### src/rtl/cache_bus_agent_pkg.sv
// Shared types for the per-core MESI bus agent: line states, request kinds,
// agent FSM states and the word types used on the bus.
package cc_pkg;

    typedef logic [31:0] word_t;
    typedef logic [63:0] longWord_t;

    typedef enum logic [1:0] {
        I = 2'd0,
        S = 2'd1,
        E = 2'd2,
        M = 2'd3
    } mesi_t;

    typedef enum logic [1:0] {
        CC_READ    = 2'd0,
        CC_READX   = 2'd1,
        CC_UPGRADE = 2'd2,
        CC_WB      = 2'd3
    } cc_req_t;

    typedef enum logic [1:0] {
        IDLE = 2'd0,
        REQ  = 2'd1,
        DONE = 2'd2
    } agent_state_t;

    // Line address with the byte-within-beat bits cleared.
    function automatic word_t line_base(input word_t a);
        return a & ~32'h0000_0007;
    endfunction

    // True when two addresses fall in the same line.
    function automatic logic same_line(input word_t a, input word_t b);
        return ((a ^ b) & ~32'h0000_0007) == 32'h0;
    endfunction

endpackage

### src/rtl/cache_bus_agent_if.sv
// Bus-side signals of one CPU's slice of the coherence bus controller.
// Handshake: a request strobe (dREN/dWEN/cctrans) is held while dwait is
// high; each cycle with dwait low transfers one 64-bit beat. ccwait high marks
// a snoop episode driven by the controller; snoop responses are sampled by the
// controller in the same cycle they are presented.
interface cache_bus_agent_if;

    logic             dREN;
    logic             dWEN;
    logic             ccwrite;
    logic             cctrans;
    cc_pkg::word_t     daddr;
    cc_pkg::longWord_t dstore;
    logic             ccsnoophit;
    logic             ccdirty;
    logic             ccIsPresent;
    logic             dwait;
    logic             ccwait;
    logic             ccinv;
    logic             ccexclusive;
    cc_pkg::longWord_t dload;
    cc_pkg::word_t     ccsnoopaddr;

    // Agent side.
    modport master (
        output dREN, dWEN, ccwrite, cctrans, daddr, dstore,
        output ccsnoophit, ccdirty, ccIsPresent,
        input  dwait, ccwait, ccinv, ccexclusive, dload, ccsnoopaddr
    );

    // Bus controller side.
    modport slave (
        input  dREN, dWEN, ccwrite, cctrans, daddr, dstore,
        input  ccsnoophit, ccdirty, ccIsPresent,
        output dwait, ccwait, ccinv, ccexclusive, dload, ccsnoopaddr
    );

endinterface

### src/rtl/cache_bus_agent_snoop_resp.sv
// Snoop responder: answers hit/present combinationally, registers dirty and
// supply data from the hit, and tells the L1 how to downgrade the line once
// the snoop episode ends.
module cc_snoop_resp
    import cc_pkg::*;
(
    input  logic      clk,
    input  logic      rst,
    input  logic      ccwait,
    input  logic      ccinv,
    input  word_t     ccsnoopaddr,
    input  mesi_t     snp_state,
    input  longWord_t snp_data,
    output word_t     snp_addr,
    output logic      snp_inv,
    output logic      snp_to_shared,
    output logic      snoop_hit,
    output logic      snoop_dirty,
    output longWord_t supply_data
);

    logic      ccwait_q,   ccwait_d;
    logic      hit_seen_q, hit_seen_d;
    logic      inv_seen_q, inv_seen_d;
    logic      dirty_q,    dirty_d;
    longWord_t supply_q,   supply_d;
    word_t     addr_q,     addr_d;
    logic      end_pulse;

    // Snoop bookkeeping: remember hit/inv per episode, capture dirty on the first hit.
    always_comb begin
        snoop_hit  = ccwait && (snp_state != I);
        ccwait_d   = ccwait;
        hit_seen_d = ccwait ? (hit_seen_q | snoop_hit) : 1'b0;
        inv_seen_d = ccwait ? (inv_seen_q | ccinv) : 1'b0;
        dirty_d    = dirty_q;
        if (!ccwait) begin
            dirty_d = 1'b0;
        end else if (snoop_hit && !hit_seen_q) begin
            dirty_d = (snp_state == M);
        end
        supply_d = snoop_hit ? snp_data : supply_q;
        addr_d   = ccwait ? ccsnoopaddr : addr_q;
        // Keep pointing the L1 at the snooped line for the end-of-episode pulse.
        snp_addr      = ccwait ? ccsnoopaddr : addr_q;
        end_pulse     = ccwait_q && !ccwait && hit_seen_q;
        snp_inv       = end_pulse && inv_seen_q;
        snp_to_shared = end_pulse && !inv_seen_q;
        snoop_dirty   = dirty_q;
        supply_data   = supply_q;
    end

    // Snoop state registers.
    always_ff @(posedge clk) begin
        if (rst) begin
            ccwait_q   <= 1'b0;
            hit_seen_q <= 1'b0;
            inv_seen_q <= 1'b0;
            dirty_q    <= 1'b0;
            supply_q   <= '0;
            addr_q     <= '0;
        end else begin
            ccwait_q   <= ccwait_d;
            hit_seen_q <= hit_seen_d;
            inv_seen_q <= inv_seen_d;
            dirty_q    <= dirty_d;
            supply_q   <= supply_d;
            addr_q     <= addr_d;
        end
    end

endmodule

### src/rtl/cache_bus_agent.sv
// Per-core L1-side endpoint of the MESI bus: issues misses, upgrades and
// writebacks, reports the resulting line state, and answers snoops in parallel.
module cache_bus_agent
    import cc_pkg::*;
#(
    parameter int DOUBLE_BLOCK_SIZE = 1
) (
    input  logic                           CLK,
    input  logic                           RST,
    input  logic                           req_valid,
    input  cc_req_t                        req_type,
    input  word_t                          req_addr,
    input  logic [64*DOUBLE_BLOCK_SIZE-1:0] req_wdata,
    output logic                           req_done,
    output logic [64*DOUBLE_BLOCK_SIZE-1:0] resp_line,
    output mesi_t                          resp_state,
    output word_t                          snp_addr,
    input  mesi_t                          snp_state,
    input  longWord_t                      snp_data,
    output logic                           snp_inv,
    output logic                           snp_to_shared,
    output agent_state_t                   dbg_state,
    cache_bus_agent_if.master              bus
);

    localparam int LINE_W = 64 * DOUBLE_BLOCK_SIZE;
    localparam int BEAT_CNT_W = (DOUBLE_BLOCK_SIZE > 1) ? $clog2(DOUBLE_BLOCK_SIZE) : 1;
    localparam logic [BEAT_CNT_W-1:0] LAST_BEAT = BEAT_CNT_W'(DOUBLE_BLOCK_SIZE - 1);

    agent_state_t            state_q,      state_d;
    cc_req_t                 type_q,       type_d;
    word_t                   addr_q,       addr_d;
    logic [LINE_W-1:0]       wdata_q,      wdata_d;
    logic [BEAT_CNT_W-1:0]   beat_q,       beat_d;
    logic [LINE_W-1:0]       line_q,       line_d;
    mesi_t                   resp_state_q, resp_state_d;
    logic                    lost_q,       lost_d;

    logic      snoop_hit;
    logic      snoop_dirty;
    longWord_t supply_data;
    longWord_t beat_word;
    logic      in_req;

    cc_snoop_resp u_snoop (
        .clk           (CLK),
        .rst           (RST),
        .ccwait        (bus.ccwait),
        .ccinv         (bus.ccinv),
        .ccsnoopaddr   (bus.ccsnoopaddr),
        .snp_state     (snp_state),
        .snp_data      (snp_data),
        .snp_addr      (snp_addr),
        .snp_inv       (snp_inv),
        .snp_to_shared (snp_to_shared),
        .snoop_hit     (snoop_hit),
        .snoop_dirty   (snoop_dirty),
        .supply_data   (supply_data)
    );

    // Request FSM next state, beat counter, fill capture and upgrade-loss tracking.
    always_comb begin
        state_d      = state_q;
        type_d       = type_q;
        addr_d       = addr_q;
        wdata_d      = wdata_q;
        beat_d       = beat_q;
        line_d       = line_q;
        resp_state_d = resp_state_q;
        lost_d       = lost_q;
        case (state_q)
            IDLE: begin
                // An invalidating snoop on the line we want to upgrade means we no
                // longer hold a copy, so the upgrade must become a full READX.
                if (!req_valid) begin
                    lost_d = 1'b0;
                end else if (req_type == CC_UPGRADE && bus.ccwait && bus.ccinv &&
                             same_line(bus.ccsnoopaddr, req_addr)) begin
                    lost_d = 1'b1;
                end
                if (req_valid && !bus.ccwait) begin
                    state_d = REQ;
                    type_d  = (req_type == CC_UPGRADE && lost_q) ? CC_READX : req_type;
                    addr_d  = line_base(req_addr);
                    wdata_d = req_wdata;
                    beat_d  = '0;
                    lost_d  = 1'b0;
                end
            end
            REQ: begin
                if (type_q == CC_UPGRADE) begin
                    if (!bus.ccwait && bus.ccexclusive) begin
                        state_d      = DONE;
                        resp_state_d = M;
                    end
                end else if (!bus.dwait) begin
                    if (type_q == CC_READ || type_q == CC_READX) begin
                        for (int k = 0; k < DOUBLE_BLOCK_SIZE; k++) begin
                            if (beat_q == BEAT_CNT_W'(k)) line_d[k*64 +: 64] = bus.dload;
                        end
                    end
                    if (beat_q == LAST_BEAT) begin
                        state_d = DONE;
                        case (type_q)
                            CC_READ:  resp_state_d = bus.ccexclusive ? E : S;
                            CC_READX: resp_state_d = M;
                            default:  resp_state_d = I;
                        endcase
                    end else begin
                        beat_d = beat_q + 1'b1;
                    end
                end
            end
            DONE: begin
                state_d = IDLE;
            end
            default: begin
                state_d = IDLE;
            end
        endcase
    end

    // Bus strobes and data mux; a writeback in flight keeps its own data on dstore
    // even if a snoop hits the same line.
    always_comb begin
        beat_word = '0;
        for (int k = 0; k < DOUBLE_BLOCK_SIZE; k++) begin
            if (beat_q == BEAT_CNT_W'(k)) beat_word = wdata_q[k*64 +: 64];
        end
        in_req          = (state_q == REQ);
        bus.dREN        = in_req && (type_q == CC_READ || type_q == CC_READX);
        bus.ccwrite     = in_req && (type_q == CC_READX);
        bus.cctrans     = in_req && (type_q == CC_UPGRADE);
        bus.dWEN        = in_req && (type_q == CC_WB);
        bus.daddr       = addr_q;
        bus.dstore      = (in_req && type_q == CC_WB) ? beat_word : supply_data;
        bus.ccsnoophit  = snoop_hit;
        bus.ccIsPresent = snoop_hit;
        bus.ccdirty     = snoop_dirty;
        req_done        = (state_q == DONE);
        resp_line       = line_q;
        resp_state      = resp_state_q;
        dbg_state       = state_q;
    end

    // Request-side state registers.
    always_ff @(posedge CLK) begin
        if (RST) begin
            state_q      <= IDLE;
            type_q       <= CC_READ;
            addr_q       <= '0;
            wdata_q      <= '0;
            beat_q       <= '0;
            line_q       <= '0;
            resp_state_q <= I;
            lost_q       <= 1'b0;
        end else begin
            state_q      <= state_d;
            type_q       <= type_d;
            addr_q       <= addr_d;
            wdata_q      <= wdata_d;
            beat_q       <= beat_d;
            line_q       <= line_d;
            resp_state_q <= resp_state_d;
            lost_q       <= lost_d;
        end
    end

endmodule

### src/flat_wrapper.sv
// flat-port wrapper written by rule: the top's interface ports become plain ports
module cache_bus_agent_flat import cc_pkg::*;
#(
    parameter int DOUBLE_BLOCK_SIZE = 1
)
  (CLK, RST, req_valid, req_type, req_addr, req_wdata, req_done, resp_line, resp_state, snp_addr, snp_state, snp_data, snp_inv, snp_to_shared, dbg_state, bus_dREN, bus_dWEN, bus_ccwrite, bus_cctrans, bus_daddr, bus_dstore, bus_ccsnoophit, bus_ccdirty, bus_ccIsPresent, bus_dwait, bus_ccwait, bus_ccinv, bus_ccexclusive, bus_dload, bus_ccsnoopaddr);
  cache_bus_agent_if bus_i ();
  input  logic CLK;
  input  logic RST;
  input  logic req_valid;
  input  cc_req_t req_type;
  input  word_t req_addr;
  input  logic [64*DOUBLE_BLOCK_SIZE-1:0] req_wdata;
  output logic req_done;
  output logic [64*DOUBLE_BLOCK_SIZE-1:0] resp_line;
  output mesi_t resp_state;
  output word_t snp_addr;
  input  mesi_t snp_state;
  input  longWord_t snp_data;
  output logic snp_inv;
  output logic snp_to_shared;
  output agent_state_t dbg_state;
  output wire logic [$bits(bus_i.dREN)-1:0] bus_dREN;
  output wire logic [$bits(bus_i.dWEN)-1:0] bus_dWEN;
  output wire logic [$bits(bus_i.ccwrite)-1:0] bus_ccwrite;
  output wire logic [$bits(bus_i.cctrans)-1:0] bus_cctrans;
  output wire logic [$bits(bus_i.daddr)-1:0] bus_daddr;
  output wire logic [$bits(bus_i.dstore)-1:0] bus_dstore;
  output wire logic [$bits(bus_i.ccsnoophit)-1:0] bus_ccsnoophit;
  output wire logic [$bits(bus_i.ccdirty)-1:0] bus_ccdirty;
  output wire logic [$bits(bus_i.ccIsPresent)-1:0] bus_ccIsPresent;
  input wire logic [$bits(bus_i.dwait)-1:0] bus_dwait;
  input wire logic [$bits(bus_i.ccwait)-1:0] bus_ccwait;
  input wire logic [$bits(bus_i.ccinv)-1:0] bus_ccinv;
  input wire logic [$bits(bus_i.ccexclusive)-1:0] bus_ccexclusive;
  input wire logic [$bits(bus_i.dload)-1:0] bus_dload;
  input wire logic [$bits(bus_i.ccsnoopaddr)-1:0] bus_ccsnoopaddr;
  assign bus_dREN = bus_i.dREN;
  assign bus_dWEN = bus_i.dWEN;
  assign bus_ccwrite = bus_i.ccwrite;
  assign bus_cctrans = bus_i.cctrans;
  assign bus_daddr = bus_i.daddr;
  assign bus_dstore = bus_i.dstore;
  assign bus_ccsnoophit = bus_i.ccsnoophit;
  assign bus_ccdirty = bus_i.ccdirty;
  assign bus_ccIsPresent = bus_i.ccIsPresent;
  assign bus_i.dwait = bus_dwait;
  assign bus_i.ccwait = bus_ccwait;
  assign bus_i.ccinv = bus_ccinv;
  assign bus_i.ccexclusive = bus_ccexclusive;
  assign bus_i.dload = bus_dload;
  assign bus_i.ccsnoopaddr = bus_ccsnoopaddr;
  cache_bus_agent #(.DOUBLE_BLOCK_SIZE(DOUBLE_BLOCK_SIZE)) u_core (.CLK(CLK), .RST(RST), .req_valid(req_valid), .req_type(req_type), .req_addr(req_addr), .req_wdata(req_wdata), .req_done(req_done), .resp_line(resp_line), .resp_state(resp_state), .snp_addr(snp_addr), .snp_state(snp_state), .snp_data(snp_data), .snp_inv(snp_inv), .snp_to_shared(snp_to_shared), .dbg_state(dbg_state), .bus(bus_i));
endmodule
### config.mk
export PLATFORM = sky130hd
export DESIGN_NAME = cache_bus_agent_flat
export DESIGN_NICKNAME = d
export VERILOG_FILES = /design/src/rtl/cache_bus_agent_pkg.sv /design/src/rtl/cache_bus_agent_if.sv /design/src/rtl/cache_bus_agent_snoop_resp.sv /design/src/rtl/cache_bus_agent.sv /design/src/flat_wrapper.sv
export SDC_FILE = /design/constraint.sdc
export NUM_CORES = 1
export LEC_CHECK = 0
export ABC_AREA = 1
export ABC_CLOCK_PERIOD_IN_PS = 1250
export BUFFER_PORTS_ARGS = -buffer_cell sky130_fd_sc_hd__buf_2
export CORE_AREA = 5 5 182 184
export DETAILED_ROUTE_END_ITERATION = 12
export DIE_AREA = 0 0 187 189
export GPL_TIMING_DRIVEN = 0
export PLACE_DENSITY = 0.61
export SYNTH_ARGS = -nofsm -noshare
export SYNTH_HDL_FRONTEND = slang
export SYNTH_HIERARCHICAL = 1
export SYNTH_SLANG_ARGS = --single-unit
### constraint.sdc
create_clock -name CLK -period 1.25 [get_ports CLK]
set_input_delay 0.125 -clock CLK [delete_from_list [all_inputs] [get_ports CLK]]
set_output_delay 0.125 -clock CLK [all_outputs]
set_load 0.03 [all_outputs]
==> impl_results.rst <==
.. list-table::
   :header-rows: 1

   * - Metric
     - Value
   * - Internal cell power
     - 16.4 mW
   * - Highest clock frequency the design can meet
     - 0.499 GHz
   * - Buffers & Inverters on Critical Path
     - 5
   * - Setup WS post-layout
     - -754 ps
   * - Top cells by area in the synthesized netlist
     - dfxtp_1, nor2_1, nand2_1
   * - Die width
     - 187 um
   * - Post-route clock skew
     - 16.7 ps
   * - Vias in the first global route
     - 14.3k
   * - Synth-to-layout area growth
     - 89.8%
   * - Number of top-level pins
     - 473
   * - Average instance area after synthesis
     - 6.98 sq um
   * - Starting density of the core
     - 35.0%
   * - Clock root buffer
     - clkbuf_16
   * - Failing checks
     - negative setup slack
   * - Most repeated library cell on the critical path
     - buf_12
   * - Most common cell after layout, fill and taps aside
     - buf_2
   * - IR drop worst, VDD
     - 1150 uV
   * - RSZ-0062 raised after global routing
     - true
   * - First-pass DRT Iterations
     - 5
   * - Count of final setup violators
     - 275
   * - Final critical-path share of the clock period
     - 160%
   * - Run status
     - complete, but fails checks
   * - Proportion of power drawn by flip-flops and latches
     - 39.9%
   * - Vertical die dimension
     - 189 um
   * - Data required, critical path
     - 1120 ps
   * - Part of the power in the clock network
     - 35.8%
   * - Cell Count, Final, Fillers Out
     - 2818
   * - Crit-path leading delay family
     - buffers and inverters
   * - Number of levels the H-tree was split into
     - 1
   * - DRC violations left
     - 0
   * - Number of cells after detailed placement
     - 2434
   * - Launching element type of the critical path
     - flop
   * - Critical path data arrival time
     - 1880 ps
   * - Number of standard-cell rows in the floorplan
     - 65
   * - Post-synthesis async set-or-reset flop share
     - 0%
   * - Pleak
     - 9.89 nW
   * - Dominant register cell in the synthesized netlist
     - dfxtp_1
   * - Total Die Area
     - 35300 sq um
   * - Master of the slowest instance on the critical path
     - dfxtp_4
   * - Final instance area
     - 20700 sq um
   * - Vias per std cell
     - 4.95
   * - Fin crit period
     - 2000 ps
   * - Power density of the placed cells
     - 1130 nW/um^2
   * - Total via count after detailed routing
     - 14.0k
   * - Buffers added on ports
     - 466
   * - Max incr delay on CP
     - 380 ps
   * - Post-place instance area
     - 14400 sq um
   * - Sw frac
     - 30.2%
   * - CP Cell Sequence
     - nand2_4 -> nor2_4 -> buf_12 -> inv_6 -> buf_12 -> buf_12 -> nand2_2 -> nand2_4 -> buf_4
   * - Synth warnings
     - 6
   * - CTS tree
     - built
   * - Critical path endpoint category
     - output pin
   * - Crit Path Class
     - flop to output pin
   * - Cell taking the most area after synthesis
     - dfxtp_1
   * - Commonest cells after routing, fill and taps aside
     - buf_2, nor2_1, dlygate4sd3_1, dfxtp_1, nand2_1
   * - Worst-path clk slew
     - 60 ps
   * - Yosys cell types
     - 28
   * - Iteration-0 DRC Markers
     - 858
   * - First-pass GRT wire length
     - 78600 um
   * - Hold violation total from the final report
     - 0
   * - Hold Crit Class
     - input pin to flop
   * - CTS max path bufs
     - 3
   * - Largest fanout on the critical path
     - 10
   * - Total standard cell area after synthesis
     - 10900 sq um
   * - Seq cells post-synth
     - 264
   * - Total Neg Setup Slack
     - -85190 ps
   * - Total detailed-routing wirelength
     - 53000 um
   * - Detailed-route wire length per cell
     - 18.8 um
   * - Sum of overflow across all layers after global routing
     - 0
   * - Clock sink count
     - 264
   * - Antenna-violating nets left
     - 0
   * - Worst slew margin relative to its limit
     - 41.5%
   * - Area of the core region
     - 31200 sq um
   * - Overall fraction of global-route tracks in use
     - 27.5%
   * - Worst Max-Slew Pin Slew
     - 878 ps
   * - Share of total power in combinational logic
     - 24.3%
   * - Switching power
     - 7.06 mW
   * - Sequential area share after synthesis
     - 48.4%
   * - Insertion delay of the later-clocked pin in the worst-skew pair
     - 560 ps
   * - Number of buffers created by CTS
     - 29
   * - Detail Placement HPWL
     - 33600 um
   * - Pin count of the biggest net entering global routing
     - 15
   * - Share of post-route cells with drive strength above 1
     - 40.1%
   * - Post-synth EDFFs
     - 0
   * - Synthesized instance count
     - 1564
   * - Number of antenna violations at the first check in global routing
     - 10
   * - Number of nets in the finished design
     - 2649
   * - Maxcap violations
     - 0
   * - Share of the synthesized area in the top cell type
     - 48.4%
   * - Global placement routability congestion
     - 0.913
   * - Final Max Tran Viols
     - 0
## cells in the mapped netlist, types with 2 or more instances
master / n
inv_1: 75
nor4_1: 2
clkbuf_1: 32
buf_8: 6
nand2_2: 3
inv_2: 7
nand4_1: 2
buf_6: 16
nand2_1: 379
dfxtp_1: 264
a21oi_1: 60
xnor2_1: 6
nor2_1: 422
nor3_1: 3
buf_4: 21
o21ai_0: 190
nand3_1: 6
o21ai_1: 37
buf_2: 24
## path summary, 6_finish.rpt
kind / start / end / slack, ps / depth (start not counted)
hold / removal: bus_ccwait / u_core/lost_q / 60 / 5
setup reg to reg: u_core/dbg_state[1] / u_core/resp_line[53] / -360 / 10
setup / recovery: u_core/type_q[0] / bus_dstore[13] / -750 / 9
hold reg to reg: u_core/u_snoop/addr_q[19] / u_core/u_snoop/addr_q[19] / 470 / 2
## logic make-up (layout without fill, tap and decap cells)
logic type / Yosys count / count (layout) / synth area share, %
other cells: 1 / 15 / 0.0343
xor+xnor: 7 / 7 / 0.562
flops: 264 / 264 / 48.4
simple gates: 821 / 821 / 28.8
compound gates: 288 / 288 / 13.2
buf+inv: 183 / 1021 / 9.02
## worst register-to-register path, stage by stage, from the launching register on
cell and delay, ps:
dfxtp_4 360, inv_6 60, nand2_8 40, buf_4 190, nor3_4 170, buf_6 140, clkinvlp_4 130, buf_4 160
buf_4 120, nor2_1 80, nor2_1 50
## power by group through the flow
stage | Combinational, mW | Clock [mW] | Sequential [mW]
after floorplan | 2.05 | 0 | 9.72
after global placement | 3.77 | 0 | 9.42
after detailed placement | 3.80 | 0 | 9.43
after CTS | 5.26 | 8.54 | 9.29
after global routing | 6.04 | 8.90 | 9.39
final | 5.69 | 8.39 | 9.34
## state kept, by name, summed over array words and instances (netlist names), 2 cells and up
register,flops
u_core/resp_state,2
u_core/wdata_q,64
u_core/type_q,2
u_core/u_snoop/addr_q,32
u_core/resp_line,64
u_core/bus.daddr,29
u_core/u_snoop/supply_data,64
u_core/dbg_state,2
## per-stage QoR
| step | utilization (%) | power [mW] | hold WS, ps | setup WS, ps |
|---|---|---|---|---|
| after floorplan | - | 11.8 | 184 | -33.4 |
| after detailed placement | 46.1 | 13.2 | 352 | -595 |
| final | 66.4 | 23.4 | 62.0 | -754 |
| after global placement | 46.1 | 13.2 | 348 | -565 |
| after CTS | 63.5 | 23.1 | 9.47 | -794 |
| after global routing | 66.3 | 24.3 | 63.4 | -836 |
## what timing repair did
item / in CTS / in global routing
endpoints found under the hold margin: 262 / 0
setup buffers: 25 / 16
pin swaps: 29 / 41
gates cloned: 15 / 8
hold buffers: 263 / 0
gates resized for setup: 433 / 230
setup endpoints to repair: 276 / 330
## metal layers
metal	vias up	track usage [%]	routed length (um)	part of all wire, %
li1	6559	-	-	-
met1	6481	31.5	20400	38
met2	719	47.9	25900	49
met3	194	6.38	3780	7.1
met4	0	14.6	2920	5.5
met5	-	0	0	0
## final cells by class
class | count | area, sq um
Multi-Input combinational cell | 1119 | 6100
Sequential cell | 264 | 5310
Timing Repair inverter | 1 | 7.51
Buffer | 96 | 1050
Timing Repair Buffer | 788 | 6460
Fill cell | 2468 | 10500
Inverter | 83 | 338
Tap cell | 402 | 503
Clock inverter | 14 | 103
Antenna cell | 12 | 30.0
Clock buffer | 39 | 823
Power figures use the tool's default switching activity.
